==> src/rtl/uart_pkg.sv <==
// Shared definitions for the UART receiver: FSM state encoding and the
// divider/counter-width helpers. When UART_RX_PARITY_EN is defined the
// PARITY state exists for the even-parity bit that follows the data bits.
package uart_pkg;

    // Receiver FSM states. PARITY only exists in parity-enabled builds.
    typedef enum logic [2:0] {
        WAIT_IDLE = 3'd0,
        IDLE      = 3'd1,
        START     = 3'd2,
        DATA      = 3'd3,
`ifdef UART_RX_PARITY_EN
        PARITY    = 3'd4,
`endif
        STOP      = 3'd5
    } rxState_e;

    // Clock cycles per bit, truncated.
    function automatic int unsigned baudDiv(input int unsigned clkHz, input int unsigned baud);
        return clkHz / baud;
    endfunction

    // Half a bit period, used to land the start-bit sample mid-bit.
    function automatic int unsigned halfDiv(input int unsigned div);
        return div / 2;
    endfunction

    // Width of a counter that must reach div-1; never narrower than one bit.
    function automatic int unsigned cntWidth(input int unsigned div);
        int unsigned w;
        w = 1;
        if (div > 1) begin
            w = $clog2(div);
        end
        return w;
    endfunction

endpackage

==> src/rtl/uart_sync2.sv <==
// Two-flop synchronizer for an asynchronous single-bit input.
// Both stages load RST_VAL while rstn is low (synchronous, active-low).
module uart_sync2 #(
    parameter logic RST_VAL = 1'b1
) (
    input  logic px_clk,
    input  logic rstn,
    input  logic d,
    output logic q
);

    logic metaQ;
    logic syncQ;

    // Two-stage capture; the first stage may go metastable, the second settles it.
    always_ff @(posedge px_clk) begin
        if (!rstn) begin
            metaQ <= RST_VAL;
            syncQ <= RST_VAL;
        end else begin
            metaQ <= d;
            syncQ <= metaQ;
        end
    end

    assign q = syncQ;

endmodule

==> src/rtl/uart_rx.sv <==
// 8N1 UART receiver, LSB first, oversampled by the pixel clock.
// Build option: UART_RX_PARITY_EN adds an even-parity bit between the data
// bits and the stop bit; without it parity_err is tied low.
module uart_rx #(
    parameter int unsigned CLK_HZ = 31500000,
    parameter int unsigned BAUD   = 115200
) (
    input  logic       px_clk,
    input  logic       rstn,
    input  logic       rx,
    output logic [7:0] dataRX,
    output logic       WR_RX,
    output logic       frame_err,
    output logic       parity_err
);

    import uart_pkg::*;

    localparam int unsigned DIV   = baudDiv(CLK_HZ, BAUD);
    localparam int unsigned HALF  = halfDiv(DIV);
    localparam int unsigned CNT_W = cntWidth(DIV);

    // Counter values at which the line is sampled.
    localparam logic [CNT_W-1:0] CNT_BIT = CNT_W'(DIV - 1);
    localparam logic [CNT_W-1:0] CNT_MID = CNT_W'(HALF - 1);
    localparam logic [CNT_W-1:0] CNT_ONE = CNT_W'(1);

    logic rxS;

    rxState_e         stateQ, stateD;
    logic [CNT_W-1:0] cntQ, cntD;
    logic [2:0]       bitIdxQ, bitIdxD;
    logic [7:0]       shiftQ, shiftD;
    logic [7:0]       dataQ, dataD;
    logic             wrQ, wrD;
    logic             frameErrQ, frameErrD;
    // The synchronizer's reset value is not a real view of the line, so
    // WAIT_IDLE only trusts rxS once both stages have loaded the line.
    logic [1:0]       primeQ, primeD;
`ifdef UART_RX_PARITY_EN
    logic             parityBadQ, parityBadD;
    logic             parityErrQ, parityErrD;
`endif

    uart_sync2 #(
        .RST_VAL (1'b1)
    ) uSync (
        .px_clk (px_clk),
        .rstn   (rstn),
        .d      (rx),
        .q      (rxS)
    );

    // Next-state, datapath and strobe decode; strobes default low every cycle.
    always_comb begin
        stateD    = stateQ;
        cntD      = cntQ;
        bitIdxD   = bitIdxQ;
        shiftD    = shiftQ;
        dataD     = dataQ;
        wrD       = 1'b0;
        frameErrD = 1'b0;
        primeD    = {primeQ[0], 1'b1};
`ifdef UART_RX_PARITY_EN
        parityBadD = parityBadQ;
        parityErrD = 1'b0;
`endif

        unique case (stateQ)
            WAIT_IDLE: begin
                if (rxS && primeQ[1]) begin
                    stateD = IDLE;
                end
            end

            IDLE: begin
                if (!rxS) begin
                    stateD = START;
                    cntD   = '0;
                end
            end

            START: begin
                if (cntQ == CNT_MID) begin
                    cntD    = '0;
                    bitIdxD = '0;
                    // A line back high at mid start bit is a glitch.
                    stateD  = rxS ? IDLE : DATA;
                end else begin
                    cntD = cntQ + CNT_ONE;
                end
            end

            DATA: begin
                if (cntQ == CNT_BIT) begin
                    cntD    = '0;
                    shiftD  = {rxS, shiftQ[7:1]};
                    bitIdxD = bitIdxQ + 3'd1;
                    if (bitIdxQ == 3'd7) begin
`ifdef UART_RX_PARITY_EN
                        stateD = PARITY;
`else
                        stateD = STOP;
`endif
                    end
                end else begin
                    cntD = cntQ + CNT_ONE;
                end
            end

`ifdef UART_RX_PARITY_EN
            PARITY: begin
                if (cntQ == CNT_BIT) begin
                    cntD       = '0;
                    // Even parity: data plus parity bit must have an even count of ones.
                    parityBadD = ^{shiftQ, rxS};
                    stateD     = STOP;
                end else begin
                    cntD = cntQ + CNT_ONE;
                end
            end
`endif

            STOP: begin
                if (cntQ == CNT_BIT) begin
                    cntD = '0;
                    if (rxS) begin
                        stateD = IDLE;
`ifdef UART_RX_PARITY_EN
                        if (parityBadQ) begin
                            parityErrD = 1'b1;
                        end else begin
                            wrD   = 1'b1;
                            dataD = shiftQ;
                        end
`else
                        wrD   = 1'b1;
                        dataD = shiftQ;
`endif
                    end else begin
                        // Line may stay in break; wait for it to return high.
                        frameErrD = 1'b1;
                        stateD    = WAIT_IDLE;
                    end
                end else begin
                    cntD = cntQ + CNT_ONE;
                end
            end

            default: begin
                stateD = WAIT_IDLE;
            end
        endcase
    end

    // State and datapath registers with synchronous active-low reset.
    always_ff @(posedge px_clk) begin
        if (!rstn) begin
            stateQ    <= WAIT_IDLE;
            cntQ      <= '0;
            bitIdxQ   <= '0;
            shiftQ    <= '0;
            primeQ    <= '0;
        end else begin
            stateQ    <= stateD;
            cntQ      <= cntD;
            bitIdxQ   <= bitIdxD;
            shiftQ    <= shiftD;
            primeQ    <= primeD;
        end
    end

    // Registered outputs: byte and strobes appear the cycle after the stop sample.
    always_ff @(posedge px_clk) begin
        if (!rstn) begin
            dataQ     <= '0;
            wrQ       <= 1'b0;
            frameErrQ <= 1'b0;
        end else begin
            dataQ     <= dataD;
            wrQ       <= wrD;
            frameErrQ <= frameErrD;
        end
    end

`ifdef UART_RX_PARITY_EN
    // Parity verdict for the current frame and its error strobe.
    always_ff @(posedge px_clk) begin
        if (!rstn) begin
            parityBadQ <= 1'b0;
            parityErrQ <= 1'b0;
        end else begin
            parityBadQ <= parityBadD;
            parityErrQ <= parityErrD;
        end
    end

    assign parity_err = parityErrQ;
`else
    assign parity_err = 1'b0;
`endif

    assign dataRX    = dataQ;
    assign WR_RX     = wrQ;
    assign frame_err = frameErrQ;

    // At most one strobe per cycle.
    strobesExclusive: assert property (@(posedge px_clk) disable iff (!rstn)
        $onehot0({WR_RX, frame_err, parity_err}));

endmodule

==> config.mk <==
export PLATFORM = sky130hd
export DESIGN_NAME = uart_rx
export DESIGN_NICKNAME = d
export VERILOG_FILES = /design/src/rtl/uart_pkg.sv /design/src/rtl/uart_sync2.sv /design/src/rtl/uart_rx.sv
export SDC_FILE = /design/constraint.sdc
export NUM_CORES = 1
export LEC_CHECK = 0
export BUFFER_PORTS_ARGS = -buffer_cell sky130_fd_sc_hd__buf_2
export CAP_MARGIN = 20
export CORE_AREA = 5 5 72 74
export DETAILED_ROUTE_END_ITERATION = 16
export DIE_AREA = 0 0 77 79
export PLACE_DENSITY = 0.6
export SLEW_MARGIN = 20
export SYNTH_ARGS = -nofsm -noshare
export SYNTH_HDL_FRONTEND = slang
export SYNTH_HIERARCHICAL = 1
export SYNTH_SLANG_ARGS = --single-unit
==> constraint.sdc <==
create_clock -name px_clk -period 4.05 [get_ports px_clk]
set_input_delay 0.405 -clock px_clk [delete_from_list [all_inputs] [get_ports px_clk]]
set_output_delay 0.405 -clock px_clk [all_outputs]
set_load 0.02 [all_outputs]
==> reports/metrics.yaml <==
route:
  wl_per_cell_um: 12.6
  drc: 0
  first_iter_violations: 73
  vias: 1274
  wl_um: 3110
  avgViaCountPerCell: 5.16
  drtAntennaViolNets: 0
  dr.pass1.iters: 4
floorplan:
  start_util_pct: 37.3
  die_area_mm2: 0.00608
  pin_count: 14
  dieHeight_um: 79
  rows: 25
  die_x_um: 77
  core_mm2: 0.00454
critical_path:
  reg2reg_from: "cntQ[1]"
  rrSetupSlack_ps: 1880
  worst_ep_arrival_time_ps: 2370
  critical_path_class: "flop to flop"
  crit_fanout: 16
  cp_data_required_time_ps: 4250
  r2r_end: "cntQ[4]"
  end_kind: "flop"
  reg2regPathDepth: 7
  startpoint_type: "flop"
timing:
  drv_slew: 0
  skew_ps: 7.56
  grt_setup_unrepaired: "no"
  setup_viol: 0
  period_share_pct: 53.6
  hold_viol_final: 0
  max_freq_mhz: 461
  worst_pin_slew_ps: 823
  max-slew-margin-rel_pct: 44.9
  fin_setup_tns_ps: 0
  fin_crit_ps: 2170
clock_network:
  insertion_delay_ps: 290
  htree_levels: 2
  post_cts_resized: 0
  clock_path_buffers: 2
  cts_tree: "built"
  clk_root_buffer_cell: "clkbuf_8"
  clock-sinks: 37
  numCtsBuffers: 5
  clk_pin_slew_worst_paths_ps: 80
  ctsHoldBuffers: 0
  post_cts_buffers: 0
min_path:
  min_to: "uSync/metaQ"
  worstHoldPathCells: 2
  worstHoldPathType: "primary input to flop"
  min-delay-start: "rx"
yosys:
  synth_flop_cell: "dfxtp_1"
  avgSynthCellArea_um2: 9.19
  synth_warnings: 6
  synthSimpleGateAreaFrac_pct: 24.6
  synth.top_cell.area_share_pct: 43.8
  synth-seq-cells: 37
  yosys.area_share.adder_pct: 2.96
  synthCells: 184
  muxShareOfSynthArea_pct: 11.8
  synthArstFlopShare_pct: 0
  yosys.area.top_type: "dfxtp_1"
  synth.area.top_cells: "dfxtp_1, mux2i_1, nor2_1"
  netlist-cell-type-count: 34
  ys_seq_area_share_pct: 43.8
  synth-edff-count: 0
  synth_xor_xnor_area_share_pct: 0
  synth_nets: 191
  synth_compound_area_share_pct: 10.9
  synth_top_family_by_area: "simple AND/OR/NAND/NOR gates"
  netlist_area_mm2: 0.00169
final_layout:
  final_common_cell: "dfxtp_1"
  syn_to_final_growth_pct: 11.8
  drive_above_1_share_pct: 14.0
  fin_nets: 199
  stdcell_area_mm2: 0.00189
  mostFrequentLayoutCells: "dfxtp_1, nor2_1, mux2i_1"
  antennaDiodeCount: 0
  nFillCells: 441
  layout.cells.non_filler: 247
grt:
  track_usage_pct: 11.0
  antenna_found_initial: 0
  grt_pass1_wl_um: 5510
  overflow: 0
  grt_pass1_vias: 1149
  grt_max_degree: 28
power_and_ir_drop:
  vdd_drop_max_v: 0.000164
  leakagePower_nw: 0.805
  cellPowerDensity_mw_per_mm2: 429
place:
  port_buffers: 12
  place_area_mm2: 0.00175
  placed_cells: 239
  routabilityCongestion: 0.805
  hpwl_um: 2110
outcome:
  status: "finished clean"
flow_run:
  maxCapViolations: 0
[cell usage after synthesis (3+ instances only)]
master    count
dfxtp_1      37
nor2_1       25
mux2i_1      20
a31oi_1      12
nand2_1      12
nand2b_1      8
a21oi_1       7
inv_1         7
nand3b_1      6
nand4_1       6
nand3_1       5
buf_2         4
clkbuf_1      4
ha_1          4
or3_1         3
[layout make-up]
cell class              count  area [µm²]  area share [%]
multi-input cells         128         856            45.2
flip-flops and latches     37         741            39.2
clock buffers               5        68.8            3.64
clock inverters             3        68.8            3.64
well taps                  54        67.6            3.57
repair buffers             12        60.1            3.17
inverters                   8        30.0            1.59
[registers in the layout, summed over array words and instances (netlist names)]
register     cells
stateQ           3
uSync/q          1
uSync/metaQ      1
primeQ           2
shiftQ           8
bitIdxQ          3
dataRX           8
cntQ             9
WR_RX            1
frame_err        1
[worst max-delay path, cell delays in order, from the launching register on]
cell and delay (ps):
dfxtp_1 420, inv_1 70, ha_1 170, and4bb_2 240, a221oi_2 310, or3_1 540, nand3_1 130, a31oi_1 190
[routing by layer]
layer | global-route usage, % | up-vias | wire length, µm
met5 | 0 | - | 0
met4 | 4.12 | 0 | 46
met3 | 3.51 | 5 | 127
met2 | 16.7 | 18 | 1400
met1 | 14.6 | 589 | 1530
li1 | - | 662 | -
[kinds of logic (layout without fill, tap and decap cells)]
family,after synthesis,in the layout
AND/OR/NAND/NOR,77,77
buffers and inverters,19,28
multiplexers,20,20
flip-flops,37,37
other,1,1
adder cells (fa/ha/maj),4,4
AO/OA/AOI/OAI,26,26
[per-stage QoR]
step / setup WS [ps] / power [mW] / hold slack (ps) / utilization (%)
after CTS: 1850 / 0.821 / 289 / 41.7
after global placement: 1950 / 0.432 / 389 / 38.7
after detailed placement: 1920 / 0.433 / 399 / 38.7
after global routing: 1630 / 0.845 / 288 / 41.7
after floorplan: 2190 / 0.427 / 386 / -
final: 1880 / 0.812 / 292 / 41.7
[worst max-delay path by stage]
stage | from | to | slack, ps | cells after the start
after floorplan | cntQ[1] | cntQ[1] | 2190 | 8
after global placement | cntQ[1] | cntQ[3] | 1950 | 7
after detailed placement | cntQ[1] | cntQ[3] | 1920 | 7
after CTS | cntQ[1] | cntQ[4] | 1850 | 7
after global routing | cntQ[0] | cntQ[4] | 1630 | 7
final | cntQ[1] | cntQ[4] | 1880 | 7
[where the power goes]
part,total [mW],internal [mW],switching (mW)
Clock,0.388,0.248,0.140
Combinational,0.0455,0.0159,0.0296
Sequential,0.379,0.369,0.00988
No activity file was read; power rests on OpenSTA's default activity.
